--- config.mk ---
export PLATFORM = sky130hd
export DESIGN_NAME = vga_timing_gen
export DESIGN_NICKNAME = d
export VERILOG_FILES = /design/src/rtl/vga_timing_gen.sv
export SDC_FILE = /design/constraint.sdc
export NUM_CORES = 1
export LEC_CHECK = 0
export CAP_MARGIN = 20
export CORE_ASPECT_RATIO = 1.2
export CORE_UTILIZATION = 30
export CTS_CLUSTER_DIAMETER = 100
export DETAILED_ROUTE_END_ITERATION = 10
export GPL_ROUTABILITY_DRIVEN = 0
export MAX_ROUTING_LAYER = met4
export SLEW_MARGIN = 30
export SYNTH_ARGS = -nofsm -noshare
export SYNTH_HDL_FRONTEND = slang
export SYNTH_SLANG_ARGS = --single-unit
--- constraint.sdc ---
create_clock -name clk75MHz -period 2.8 [get_ports clk75MHz]
set_input_delay 0.56 -clock clk75MHz [delete_from_list [all_inputs] [get_ports clk75MHz]]
set_output_delay 0.56 -clock clk75MHz [all_outputs]
set_load 0.05 [all_outputs]
--- src/rtl/vga_timing_gen.sv ---
// rtl/vga_timing_gen.sv - 1280x720 raster timing generator with registered sync, active, coordinate and strobe outputs
// Optional frame counter output: define VGA_FRAME_COUNT_EN.
module vga_timing_gen #(
    parameter int   H_ACTIVE = 1280,
    parameter int   H_FP     = 110,
    parameter int   H_SYNC   = 40,
    parameter int   H_BP     = 220,
    parameter int   V_ACTIVE = 720,
    parameter int   V_FP     = 5,
    parameter int   V_SYNC   = 5,
    parameter int   V_BP     = 20,
    parameter logic HS_POL   = 1'b1,
    parameter logic VS_POL   = 1'b1
) (
    input  logic        clk75MHz,
    input  logic        rst_n,
    input  logic        en,
    output logic        hsync,
    output logic        vsync,
    output logic        active,
    output logic [10:0] pix_x,
    output logic [9:0]  pix_y,
    output logic        line_start,
    output logic        frame_start
`ifdef VGA_FRAME_COUNT_EN
    ,
    output logic [15:0] frame_cnt
`endif
);

    localparam logic [10:0] H_LAST   = 11'(H_ACTIVE + H_FP + H_SYNC + H_BP - 1);
    localparam logic [10:0] H_VIS    = 11'(H_ACTIVE);
    localparam logic [10:0] HS_START = 11'(H_ACTIVE + H_FP);
    localparam logic [10:0] HS_END   = 11'(H_ACTIVE + H_FP + H_SYNC);
    localparam logic [9:0]  V_LAST   = 10'(V_ACTIVE + V_FP + V_SYNC + V_BP - 1);
    localparam logic [9:0]  V_VIS    = 10'(V_ACTIVE);
    localparam logic [9:0]  VS_START = 10'(V_ACTIVE + V_FP);
    localparam logic [9:0]  VS_END   = 10'(V_ACTIVE + V_FP + V_SYNC);

    logic [10:0] hcnt;
    logic [9:0]  vcnt;
    logic        act_d;
    logic        hs_d;
    logic        vs_d;
    logic        h_wrap;

    always_comb begin
        act_d  = (hcnt < H_VIS) && (vcnt < V_VIS);
        hs_d   = (hcnt >= HS_START) && (hcnt < HS_END);
        // vsync decodes vcnt only, so its edges land where hcnt wraps to 0
        vs_d   = (vcnt >= VS_START) && (vcnt < VS_END);
        h_wrap = (hcnt == H_LAST);
    end

    always_ff @(posedge clk75MHz or negedge rst_n) begin
        if (!rst_n) begin
            hcnt        <= '0;
            vcnt        <= '0;
            hsync       <= ~HS_POL;
            vsync       <= ~VS_POL;
            active      <= 1'b0;
            pix_x       <= '0;
            pix_y       <= '0;
            line_start  <= 1'b0;
            frame_start <= 1'b0;
        end else if (en) begin
            hsync       <= hs_d ? HS_POL : ~HS_POL;
            vsync       <= vs_d ? VS_POL : ~VS_POL;
            active      <= act_d;
            pix_x       <= act_d ? hcnt : '0;
            pix_y       <= act_d ? vcnt : '0;
            line_start  <= (hcnt == '0);
            frame_start <= (hcnt == '0) && (vcnt == '0);
            if (h_wrap) begin
                hcnt <= '0;
                vcnt <= (vcnt == V_LAST) ? '0 : vcnt + 10'd1;
            end else begin
                hcnt <= hcnt + 11'd1;
            end
        end else begin
            // frozen raster: levels hold, strobes must not repeat
            line_start  <= 1'b0;
            frame_start <= 1'b0;
        end
    end

`ifdef VGA_FRAME_COUNT_EN
    always_ff @(posedge clk75MHz or negedge rst_n) begin
        if (!rst_n) begin
            frame_cnt <= '0;
        end else if (frame_start) begin
            frame_cnt <= frame_cnt + 16'd1;
        end
    end
`endif

endmodule

# Yosys cells after proc, flatten, opt, wreduce, memory -nomap -nowiden
# Index checks and enable logic that the tools add are counted.
[word_totals]
inputBits = 3
elab_cells = 34
ff_bits = 47
[classes]
n_mux = 8
addsub = 2
magnitude_cmp = 6
reduce_logical = 7
n_eq_ne = 2
[op_table]
columns = ["operator", "count"]
rows = [
  ["11-bit less-than comparator (second input constant)", 2],
  ["11-bit two-way mux", 2],
  ["10-bit less-than comparator (second input constant)", 2],
  ["10-bit two-way mux", 2],
  ["11-bit by 1-bit adder with 11-bit output (second input constant)", 1],
  ["11-bit equality test (second input constant)", 1],
  ["11-bit greater-or-equal comparator (second input constant)", 1],
  ["11-bit zero test", 1],
  ["10-bit by 1-bit adder with 10-bit output (second input constant)", 1],
  ["10-bit equality test (second input constant)", 1],
  ["10-bit greater-or-equal comparator (second input constant)", 1],
  ["10-bit zero test", 1],
  ["1-bit logical AND", 4],
  ["1-bit two-way mux", 4],
  ["2-bit AND reduction", 1],
]

# Depth between registers and ports, before layout
[logic_depth]
depth_word = 3
mapped_depth = 7
ltp_nobuf = 6

# Worst setup path before layout
# No wires, ideal clock.
[synth_path]
path_type = "register to register"
startpoint = "register vcnt[1]"
endpoint = "register vcnt[0]"
required_time_ns = 2.675
stages_incl_launch_ff = 7
synth_period_minus_slack_ns = 1.690
path_slack_ns = 1.110
setup_time_ns = 0.125
arrival_ns = 1.565
path_cell_list = "dfrtp_1 -> inv_1 -> ha_1 -> inv_1 -> nor4_4 -> nor2_1 -> mux2_2"
[synth_between]
elab_chain_len = 2
[synth_lines]
columns = ["element", "line_no", "text"]
rows = [
  ["start, declared", "41", "logic [9:0] vcnt;"],
  ["start signal, assigned", "76", "vcnt <= (vcnt == V_LAST) ? '0 : vcnt + 10'd1;"],
  ["10-bit equality test", "76", ""],
  ["10-bit two-way mux", "76", ""],
]
# No other way between the ends.
# A chain may end at the register's enable or synchronous reset.

==> Flow_metrics.wiki <==
{| class="wikitable"
! Metric !! Value
|-
| Destination of the worst register-to-register timing path || vcnt[0]
|-
| Ys async rst share || 100%
|-
| Antenna cell count || 0
|-
| Buffers added on ports || 28
|-
| Fin crit share || 73.6%
|-
| Vias in the first global route || 1644
|-
| Number of synthesized flops with an enable pin || 0
|-
| Highest cell delay on the worst timing path || 620 ps
|-
| Most used flip-flop cell after synthesis || dfrtp_1
|-
| Syn-to-layout area delta || 20.1%
|-
| Effective utilization at floorplan || 31.0%
|-
| Fin Clk Skew || 5.42 ps
|-
| Family with the most delay on the worst path || buffers and inverters
|-
| Worst setup path end || hcnt[9]
|-
| Number of detailed-route iterations in the first pass || 4
|-
| Filler instances || 700
|-
| Fraction of the core area covered by cells at the end of the flow || 37.2%
|-
| Synth Warn # || 0
|-
| Minimum clock period after layout || 2060 ps
|-
| Initial antenna violation count || 0
|-
| First-pass GRT wire length || 8060 um
|-
| Average size of a mapped cell || 11.0 um^2
|-
| Count of vias placed by the detailed router || 1681
|-
| Number of nets produced by synthesis || 214
|-
| Cell at the root of the clock tree || clkbuf_8
|-
| Max stage delay cell, worst path || clkdlybuf4s50_1
|-
| Sum Neg Setup Slack || 0 ps
|-
| Endpoint class of the critical path || flip-flop
|-
| Post-route antenna net violation count || 0
|-
| Type of the setup path with the least slack || input port to flip-flop
|-
| Maximum fanout along the worst path || 7
|-
| Std-Cell Core Area || 0.00727 mm^2
|-
| Pwr per Cell Area || 610 mW/mm^2
|-
| Critical path launch point type || input port
|-
| Result of the run || complete, no violations
|-
| Placed cell areas || 0.00260 mm^2
|-
| Height of the chip || 96.9 um
|-
| Max rail drop VDD || 0.235 mV
|-
| Worst slew margin || 52.5%
|-
| Fin cells || 320
|-
| Remaining DRCs || 0
|-
| Placed instance count || 313
|-
| Worst hold-check path type || input port to async pin
|-
| Clock latency on the worst-skew pair || 300 ps
|-
| Die area || 0.00786 mm^2
|-
| Boundary Pins || 29
|-
| Number of buffers inserted for hold repair after clock tree synthesis || 0
|-
| Aggregate global routing overflow || 0
|-
| Cell occurring most often along the worst timing path || nand3_1
|-
| Register area share after synthesis || 52.2%
|-
| Average detailed-routed wire length per instance || 14.5 um
|-
| Fin. Hold Viols || 0
|-
| Arr. time, crit path || 2230 ps
|-
| Worst setup slack for register-to-register paths || 860 ps
|-
| Setup repair after global routing missed its margin || no
|-
| Depth of the worst register-to-register path || 6
|-
| Logic depth of the worst setup path including buffers || 6
|-
| Fraction of layout cells with a size suffix above 1 || 7.39%
|-
| Gate count after technology mapping || 204
|-
| Slew of the pin with the lowest slew margin || 712 ps
|-
| Number of buffers inserted during clock tree synthesis || 5
|-
| WP buf/inv || 2
|-
| Cell area after layout || 0.00270 mm^2
|-
| Clk pin slew, worst setup/hold paths || 80 ps
|-
| Layout Nets || 240
|-
| Cell-by-cell listing of the critical path || clkdlybuf4s50_1 -> buf_4 -> nand3_1 -> or4_1 -> nand3_1 -> o21ai_0
|-
| Quantity of gates resized following cts || 0
|-
| Chip Width || 81.1 um
|-
| Detailed-route wire length || 4640 um
|-
| H-tree depth || 2
|-
| Pin count of the biggest net entering global routing || 48
|-
| Post-synthesis cell area || 0.00225 mm^2
|-
| Max capacitance violation total || 0
|-
| FMAX || 485 MHz
|-
| Number of distinct library cells after synthesis || 45
|-
| Standard-cell rows || 34
|-
| Number of violations reported at the end of detailed-routing iteration 0 || 120
|-
| Overall global routing resource usage || 13.5%
|-
| Crit Reg-Reg Startpoint || vcnt[1]
|-
| Post-DP HPWL || 3250 um
|-
| Setup repair bufs after CTS || 0
|-
| Final number of max-transition violations || 0
|-
| Worst hold slack || 341 ps
|-
| CTS tree || yes
|-
| Total of endpoints with negative setup slack in the final report || 0
|-
| Launch point of the critical path || en
|-
| Clock Tree Buf Depth || 2
|-
| Detailed-route vias per instance || 5.25
|-
| Clock sink count || 47
|-
| CP required || 2970 ps
|-
| Number of synthesized register bits || 47
|-
| Standby leakage power || 0.00119 uW
|}
-- worst min-delay path by stage --
| stage | from | end | slack [ps] | depth (start not counted) |
|---|---|---|---|---|
| after floorplan | rst_n | active | 260 | 0 |
| after global placement | active | active | 470 | 1 |
| after detailed placement | active | active | 470 | 1 |
| after CTS | rst_n | pix_x[2] | 360 | 2 |
| after global routing | rst_n | hcnt[4] | 400 | 2 |
| final | rst_n | pix_x[7] | 340 | 2 |
-- final cells by class --
cell class	count	area (um^2)	share of cell area [%]
clock inverter	1	30.0	1.11
inverter	9	33.8	1.25
multi-input combinational	134	966	35.7
timing repair buffer	33	313	11.6
sequential	47	1180	43.5
tap	90	113	4.16
clock buffer	6	72.6	2.68
-- power by group --
group,internal (uW),switching (uW)
Combinational,135,213
Sequential,740,87.8
Clock,262,211
-- synthesized netlist by cell type, types with 2 or more instances --
library cell	n	area, um^2
dfrtp_1	47	1180
nor4_4	2	42.5
o2bb2ai_1	2	17.5
a21oi_1	3	15.0
nor2_1	8	30.0
and3_1	6	37.5
nand2_1	8	30.0
and4_1	3	26.3
nand4b_1	2	17.5
buf_4	2	15.0
nand4_1	4	25.0
or3_1	2	12.5
nor2b_1	2	12.5
ha_1	7	87.6
o21ai_0	9	45.0
buf_2	5	25.0
nand3_1	12	60.1
a31oi_1	4	25.0
a22o_1	25	219
xor2_1	2	17.5
a21o_1	4	30.0
clkbuf_2	2	10.0
clkbuf_1	4	15.0
nor3_1	7	35.0
nor4_1	2	12.5
inv_1	9	33.8
or4_1	2	15.0
o21ai_1	2	10.0
-- worst register-to-register path, cell delays in order, from the launching register on --
cell and delay (ps):
dfrtp_1 450, inv_1 200, ha_1 180, inv_1 70
nor4_4 490, nor2_1 150, mux2_2 290
-- flip-flops by register name, summed over array words and instances, names as in the netlist --
signal / count
active: 1
frame_start: 1
hcnt: 11
hsync: 1
line_start: 1
pix_x: 11
pix_y: 10
vcnt: 10
vsync: 1
-- cells by family after synthesis --
group                    synth area share (%)
AO/OA/AOI/OAI                            18.6
XOR/XNOR                                 1.17
adder cells (fa/ha/maj)                  3.89
buffers and inverters                    4.89
flip-flops                               52.2
multiplexers                             1.44
AND/OR/NAND/NOR                          17.8
-- metal layers --
layer | wire length (um) | up-vias | global-route usage (%) | share of wire [%]
met5 | 0 | - | - | 0
met3 | 90 | 9 | 1.98 | 1.9
met4 | 110 | 0 | 5.91 | 2.4
met2 | 2190 | 29 | 20.2 | 47
li1 | - | 815 | - | -
met1 | 2250 | 828 | 17.7 | 48
-- cells in the final DEF, fill, tap and decap left out, types with 5 or more instances in the layout --
master	count
dfrtp_1	47
clkdlybuf4s50_1	27
a22o_1	25
nand3_1	12
inv_1	9
o21ai_0	9
nor2_1	8
nand2_1	8
nor3_1	7
ha_1	7
and3_1	6
clkbuf_8	5
buf_4	5
-- stage by stage --
step | worst slack, ps | total power [uW]
final | 740 | 1650
after global routing | 613 | 1730
after detailed placement | 452 | 1190
after floorplan | 1110 | 1080
after global placement | 474 | 1190
after CTS | 743 | 1670
Note: power is estimated with default switching activity, not from simulation.
